--- src/rtl/br_ckpt_ctrl_pkg.sv ---
// Shared constants and types for the branch-checkpoint controller and the branch unit.
// The resolve packet is defined here so the branch unit and this block use the same layout.
package br_ckpt_ctrl_pkg;

    localparam int PR_SIZE  = 64;
    localparam int PR_LEN   = $clog2(PR_SIZE);
    localparam int NUM_CKPT = 4;
    localparam int CKPT_LEN = $clog2(NUM_CKPT);

    typedef struct packed {
        logic                valid;
        logic [CKPT_LEN-1:0] tag;
        logic                mispredict;
    } BR_RESOLVE_PACKET;

    // Age of a slot relative to the oldest entry; wraps naturally because NUM_CKPT is a power of two.
    function automatic logic [CKPT_LEN-1:0] ckptOffset(input logic [CKPT_LEN-1:0] slot,
                                                       input logic [CKPT_LEN-1:0] head);
        return slot - head;
    endfunction

endpackage

--- src/rtl/br_ckpt_ctrl_age_mask.sv ---
// Combinational squash mask: marks the checkpoint at tag_i and every live entry younger than it.
module ckpt_age_mask
    import br_ckpt_ctrl_pkg::*;
(
    input  logic [CKPT_LEN-1:0] head_i,
    input  logic [CKPT_LEN-1:0] tail_i,
    input  logic [CKPT_LEN-1:0] tag_i,
    input  logic                full_i,
    output logic [NUM_CKPT-1:0] squash_mask_o
);

    logic [CKPT_LEN:0]   liveLen;
    logic [CKPT_LEN-1:0] tagOff;
    logic [CKPT_LEN-1:0] slotOff [NUM_CKPT];

    // head == tail is ambiguous on its own, so the full flag selects a live length of NUM_CKPT.
    always_comb begin
        liveLen       = full_i ? (CKPT_LEN+1)'(NUM_CKPT) : {1'b0, ckptOffset(tail_i, head_i)};
        tagOff        = ckptOffset(tag_i, head_i);
        squash_mask_o = '0;
        for (int i = 0; i < NUM_CKPT; i++) begin
            slotOff[i]       = ckptOffset(CKPT_LEN'(i), head_i);
            squash_mask_o[i] = (slotOff[i] >= tagOff) && ({1'b0, slotOff[i]} < liveLen);
        end
    end

endmodule

--- src/rtl/br_ckpt_ctrl.sv ---
// Branch-checkpoint controller: allocates checkpoint tags, keeps free-list snapshots
// current with retirement, and restores the free list on a mispredict.
module br_ckpt_ctrl
    import br_ckpt_ctrl_pkg::*;
(
    input  logic                clock,
    input  logic                reset,
    input  logic                br_alloc1,
    input  logic                br_alloc2,
    input  logic [PR_SIZE-1:0]  list_snap1,
    input  logic [PR_SIZE-1:0]  list_snap2,
    input  logic [PR_SIZE-1:0]  retire_free_mask,
    input  logic                br_resolve_valid,
    input  logic [CKPT_LEN-1:0] br_resolve_tag,
    input  logic                br_mispredict,
    output logic                alloc_ok,
    output logic [CKPT_LEN-1:0] ckpt_tag1,
    output logic [CKPT_LEN-1:0] ckpt_tag2,
    output logic                full,
    output logic                restore_valid,
    output logic [PR_SIZE-1:0]  restore_list
);

    logic [PR_SIZE-1:0]  snap_q [NUM_CKPT];
    logic [PR_SIZE-1:0]  snap_d [NUM_CKPT];
    logic [NUM_CKPT-1:0] valid_q, valid_d;
    logic [NUM_CKPT-1:0] resolved_q, resolved_d;
    logic [CKPT_LEN-1:0] head_q, head_d;
    logic [CKPT_LEN-1:0] tail_q, tail_d;
    logic [CKPT_LEN:0]   count_q, count_d;

    BR_RESOLVE_PACKET    resolve;
    logic [1:0]          req;
    logic [CKPT_LEN+1:0] countPlusReq;
    logic                resolveHit;
    logic                mispredictHit;
    logic                correctHit;
    logic                doAlloc;
    logic                write1;
    logic                write2;
    logic                headRetire;
    logic [NUM_CKPT-1:0] squashMask;

    assign resolve = '{valid: br_resolve_valid, tag: br_resolve_tag, mispredict: br_mispredict};

    assign req          = {1'b0, br_alloc1} + {1'b0, br_alloc2};
    assign countPlusReq = {1'b0, count_q} + (CKPT_LEN+2)'(req);
    assign alloc_ok     = countPlusReq <= (CKPT_LEN+2)'(NUM_CKPT);
    assign full         = count_q == (CKPT_LEN+1)'(NUM_CKPT);

    assign resolveHit    = resolve.valid && valid_q[resolve.tag];
    assign mispredictHit = resolveHit && resolve.mispredict;
    assign correctHit    = resolveHit && !resolve.mispredict;

    // Allocations in the mispredict cycle are younger than the bad branch, so they are dropped.
    assign doAlloc = alloc_ok && !mispredictHit;
    assign write1  = doAlloc && br_alloc1;
    assign write2  = doAlloc && br_alloc2;

    assign ckpt_tag1 = tail_q;
    assign ckpt_tag2 = br_alloc1 ? tail_q + CKPT_LEN'(1) : tail_q;

    assign headRetire = valid_q[head_q] && resolved_q[head_q]
                        && !(mispredictHit && (resolve.tag == head_q));

    assign restore_valid = mispredictHit;
    assign restore_list  = mispredictHit ? (snap_q[resolve.tag] | retire_free_mask) : '0;

    ckpt_age_mask u_age_mask (
        .head_i        (head_q),
        .tail_i        (tail_q),
        .tag_i         (resolve.tag),
        .full_i        (full),
        .squash_mask_o (squashMask)
    );

    always_comb begin
        snap_d     = snap_q;
        valid_d    = valid_q;
        resolved_d = resolved_q;
        head_d     = head_q;
        tail_d     = tail_q;
        count_d    = count_q;

        for (int i = 0; i < NUM_CKPT; i++) begin
            if (valid_q[i]) begin
                snap_d[i] = snap_q[i] | retire_free_mask;
            end
        end

        if (write1) begin
            snap_d[ckpt_tag1]     = list_snap1 | retire_free_mask;
            valid_d[ckpt_tag1]    = 1'b1;
            resolved_d[ckpt_tag1] = 1'b0;
        end
        if (write2) begin
            snap_d[ckpt_tag2]     = list_snap2 | retire_free_mask;
            valid_d[ckpt_tag2]    = 1'b1;
            resolved_d[ckpt_tag2] = 1'b0;
        end

        if (correctHit) begin
            resolved_d[resolve.tag] = 1'b1;
        end
        if (mispredictHit) begin
            valid_d    = valid_d & ~squashMask;
            resolved_d = resolved_d & ~squashMask;
        end

        // Retirement decision uses pre-update flags, so an entry resolving now retires next cycle.
        if (headRetire) begin
            valid_d[head_q]    = 1'b0;
            resolved_d[head_q] = 1'b0;
            head_d             = head_q + CKPT_LEN'(1);
        end

        if (mispredictHit) begin
            tail_d  = resolve.tag;
            count_d = {1'b0, ckptOffset(resolve.tag, head_q)} - (CKPT_LEN+1)'(headRetire);
        end else begin
            if (doAlloc) begin
                tail_d = tail_q + CKPT_LEN'(req);
            end
            count_d = count_q + (doAlloc ? (CKPT_LEN+1)'(req) : '0) - (CKPT_LEN+1)'(headRetire);
        end
    end

    always_ff @(posedge clock) begin
        if (reset) begin
            for (int i = 0; i < NUM_CKPT; i++) begin
                snap_q[i] <= '0;
            end
            valid_q    <= '0;
            resolved_q <= '0;
            head_q     <= '0;
            tail_q     <= '0;
            count_q    <= '0;
        end else begin
            snap_q     <= snap_d;
            valid_q    <= valid_d;
            resolved_q <= resolved_d;
            head_q     <= head_d;
            tail_q     <= tail_d;
            count_q    <= count_d;
        end
    end

endmodule

--- config.mk ---
export PLATFORM = sky130hd
export DESIGN_NAME = br_ckpt_ctrl
export DESIGN_NICKNAME = d
export VERILOG_FILES = /design/src/rtl/br_ckpt_ctrl_pkg.sv /design/src/rtl/br_ckpt_ctrl_age_mask.sv /design/src/rtl/br_ckpt_ctrl.sv
export SDC_FILE = /design/constraint.sdc
export NUM_CORES = 1
export LEC_CHECK = 0
export BUFFER_PORTS_ARGS = -buffer_cell sky130_fd_sc_hd__buf_4
export CORE_MARGIN = 3
export CORE_UTILIZATION = 25
export DETAILED_ROUTE_END_ITERATION = 10
export GPL_TIMING_DRIVEN = 0
export PLACE_DENSITY_LB_ADDON = 0.05
export SLEW_MARGIN = 15
export SYNTH_ARGS = -nofsm -noshare
export SYNTH_HDL_FRONTEND = slang
export SYNTH_HIERARCHICAL = 1
export SYNTH_SLANG_ARGS = --single-unit
--- constraint.sdc ---
create_clock -name clock -period 9.7 [get_ports clock]
set_input_delay 1.94 -clock clock [delete_from_list [all_inputs] [get_ports clock]]
set_output_delay 1.94 -clock clock [all_outputs]
set_load 0.02 [all_outputs]
==> results.md <==
- Die Height: 269 um
- WP buf/inv: 5
- Worst IR Drop VDD: between 0.0001 and 0.00015 V
- Final period utilization: 70.9%
- Period minus WS final: 6.88 ns
- Die area: about 0.073 mm^2
- Post-CTS Resized: 0
- Sw Pwr: 2.81 mW
- Synth Flop Type: dfxtp_1
- Fmax achieved: roughly 0.15 GHz
- Clk sinks: around 270
- Worst skew pair latency: ~0.57 ns
- Status: finished, final reports clean
- Initial antenna violation count: 5
- Die Width: around 270 um
- Fillers: 7407
- Core area: roughly 0.068 mm^2
- Final hold viol count: 0
- Vias in the first global route: ~19k
- CP Class: input pin to output pin
- Net switching fraction of the power: between 40% and 50%
- CP top delay family: buffers and inverters
- GP Congestion: between 0.8 and 0.9
- Register bit count reported by yosys: approximately 270
- Static leakage: roughly 7.6 nW
- Design area: 0.0213 mm^2
- Startpoint types: input pin
- CP max-delay cell: buf_1
- Gr ovfl total: 0
- Number of flops mapped to enable cells by yosys: 0
- Pwr dens: roughly 320 mW/mm^2
- Overall Global Routing Usage: approximately 25%
- Largest net degree at the start of global routing: 15
- Post-DR wirelength/cell: roughly 30 um
- Number of remaining DRC errors: 0
- Max-Cap Viols: 0
- Pwr Total: slightly below 7 mW
- Setup Viol. Count Final: 0
- Met1 global-route usage: 33.8%
- Vias: about 19k
- Pre-CTS setup slack: 2.82 ns
- Worst path most repeated cell: buf_4
- Yosys warns: 6
- Post-synthesis cell type count: 48
- Slew Viols, Final: 0
- Seq pwr share: between 20% and 30%
- CTS root buffer: clkbuf_16
- Met3 GRT Util: around 5.1%
- Placement Cell Area: between 0.02 and 0.025 mm^2
- Grt met2 use: roughly two fifths
- Area of the multi-input gates: approximately 0.010 mm^2
- Initial core utilization: approximately 26%
- CP max stage delay: 0.72 ns
- DP HPWL: between 60 and 70 mm
- Max FO, Critical Path: 10
- Post-Syn Area: between 0.015 and 0.02 mm^2
- P_int: between 4 and 5 mW
- Synth Net Count: around 2.2k
- Max-slew headroom: 25.3%
- Inserted Clock Buffers: 37
- Cell taking the most area after synthesis: dfxtp_1
- 1st-pass router iterations: 5
- Via density per instance: between 6 and 7
- Area growth from synthesis to layout: 22.6%
- Drt initial violations: 1824
- Post CTS Setup Buffer Count: 0
- H-tree depth: 2
- Hold Buf Count CTS: 0
- Share of cells above drive strength 1: a little under a fifth
- Fin worst setup slack: 2.82 ns
- Logic pwr share: 51.6%
- Row cnt: 95
- Number of I/O pins: 271
- Setup tns final: 0 ns
- Worst EP arrival: roughly 5 ns
- Largest cells by area after synthesis: dfxtp_1 (31%), a221oi_1 (13%), a211o_1 (13%)
- Synth top area share: between 30% and 40%
- Worst Clk Skew: about 0.019 ns
- Sequential Area: between 0.005 and 0.006 mm^2
- CTS tree: built
- Hold crit path type: register to register
- Layout Nets: roughly 2.5k
- Buffers on Ports: approximately 210
- Unrepaired setup endpoints after global routing: false
- Slew at the pin with the worst max-slew slack: about 1.1 ns
- Critical Path RT: a little under 8 ns
- Clk buf depth: 3
- CP Capture Type: output pin
- Syn Inst Count: between 2k and 2.5k
- Sequential fraction of the synthesis area: between 30% and 40%
- Total Wirelength: ~96 mm
- Global-route wire length before repair: between 100 and 150 mm
- Clock Power Share: a little over a fifth
- Post-route ant nets: 0
- Critical-path cell list: buf_4 -> buf_4 -> mux2_2 -> a22oi_2 -> clkbuf_1 -> buf_1 -> nor2_1 -> buf_4
- Clock-pin slew of the registers on the worst-case setup and hold paths: 0.06 ns
- Syn_area_per_cell: between 8 and 9 um^2
- Ys async rst share: 0%
- GRT Max-Usage Layer: met2
[per-layer routing]
layer | wire length (um) | part of all wire (%) | vias to the layer above
met4 | 2740 | 2.9 | 2
met3 | 7310 | 7.7 | 167
li1 | - | - | 8438
met2 | 43400 | 45 | 970
met1 | 42100 | 44 | 9711
met5 | 12 | 0.013 | -
[power groups by stage]
| stage | Combinational, mW | Clock [mW] | Sequential, mW |
|---|---|---|---|
| CTS | 3.48 | 1.44 | 1.87 |
| finish | 3.52 | 1.42 | 1.89 |
| global route | 3.81 | 1.48 | 1.93 |
| global placement | 3.42 | 0 | 1.89 |
| detailed placement | 3.47 | 0 | 1.90 |
| floorplan | 2.46 | 0 | 1.80 |
[through the flow]
step,hold slack [ns],cells,utilization (%)
after global routing,0.496,3207,31.3
after detailed placement,0.458,3141,29.5
final,0.468,3209,31.3
after floorplan,0.443,2014,-
after CTS,0.466,3206,31.3
after global placement,0.453,3140,29.5
[state kept, by name, indices dropped and copies added, names as in the netlist]
signal,count
ckpt_tag1,2
count_q,3
head_q,2
resolved_q,4
snap_q,256
valid_q,4
[logic make-up after synthesis]
group | Yosys count | synth area share, %
adders and majority gates | 27 | 2.03
AOI/OAI and AO/OA | 1068 | 42.5
xor gates and xnor gates | 13 | 0.764
and+or+nand+nor | 252 | 6.07
muxes | 71 | 8.83
DFF | 271 | 31.3
buffers and inverters | 312 | 8.58
[worst reg2reg max path, stage by stage (launching register included)]
cell	delay, ns
dfxtp_1	0.38
ha_1	0.19
inv_1	0.06
fa_1	0.40
xnor2_1	0.26
a21oi_1	0.50
clkbuf_1	0.68
clkbuf_1	0.74
a221oi_1	0.18
a211o_1	0.30
a21oi_1	0.13
[layout make-up]
class | instances | share of cell area [%]
Antenna cell | 3 | 0.0353
Clock buffer | 61 | 5.45
Sequential cell | 271 | 25.5
Timing Repair Buffer | 206 | 7.29
Inverter | 20 | 0.353
Tap cell | 921 | 5.42
Clock inverter | 4 | 0.229
Multi-Input combinational cell | 1431 | 49.1
Buffer | 292 | 6.66
[placed cells by master (no fill, tap or decap), drive strengths merged, types with 2 or more instances in the layout]
cell    synthesis  final
a211o         256    256
a211oi          2      2
a21boi          4      4
a21oi         266    266
a221oi        261    261
a22oi           3      3
a311oi          2      2
a31oi           3      3
and2            5      5
and3            4      4
and4            3      3
buf            94    299
clkbuf        198    260
clkinv          0      2
dfxtp         271    271
diode           0      3
fa              2      2
ha             25     25
inv            20     21
mux2            4      4
mux2i           2      2
mux4           65     65
nand2          18     18
nand2b          4      4
nand3           3      3
nand3b          2      2
nor2          202    202
o21ai         261    261
o31a            4      4
or3b            6      6
xnor2           6      6
xor2            7      7
[synthesized netlist by cell type (3+ instances only)]
cell type	number
dfxtp_1	271
a21oi_1	266
a31oi_1	3
and4_1	3
xnor2_1	5
nand2b_1	4
inv_1	20
a211o_1	256
mux2_2	3
and3_1	4
buf_8	11
buf_6	14
o21ai_0	261
xor2_1	7
nand3_1	3
buf_4	4
and2_1	5
buf_2	59
mux4_2	65
a21boi_0	4
nor2_1	202
nand2_1	18
ha_1	25
buf_1	6
clkbuf_1	198
a22oi_1	3
or3b_2	6
o31a_1	4
a221oi_1	260
[final timing paths]
check	from	to	slack [ns]	cells after the start
worst max-delay path	br_resolve_tag[1]	restore_list[44]	2.82	8
worst min-delay path	resolved_q[1]$_SDFF_PP0_	resolved_q[1]$_SDFF_PP0_	0.47	2
worst max register to register	count_q[0]$_SDFF_PP0_	snap_q[189]$_SDFF_PP0_	5.78	10
worst min register to register	resolved_q[1]$_SDFF_PP0_	resolved_q[1]$_SDFF_PP0_	0.47	2
(Power assumes the default switching activity.)
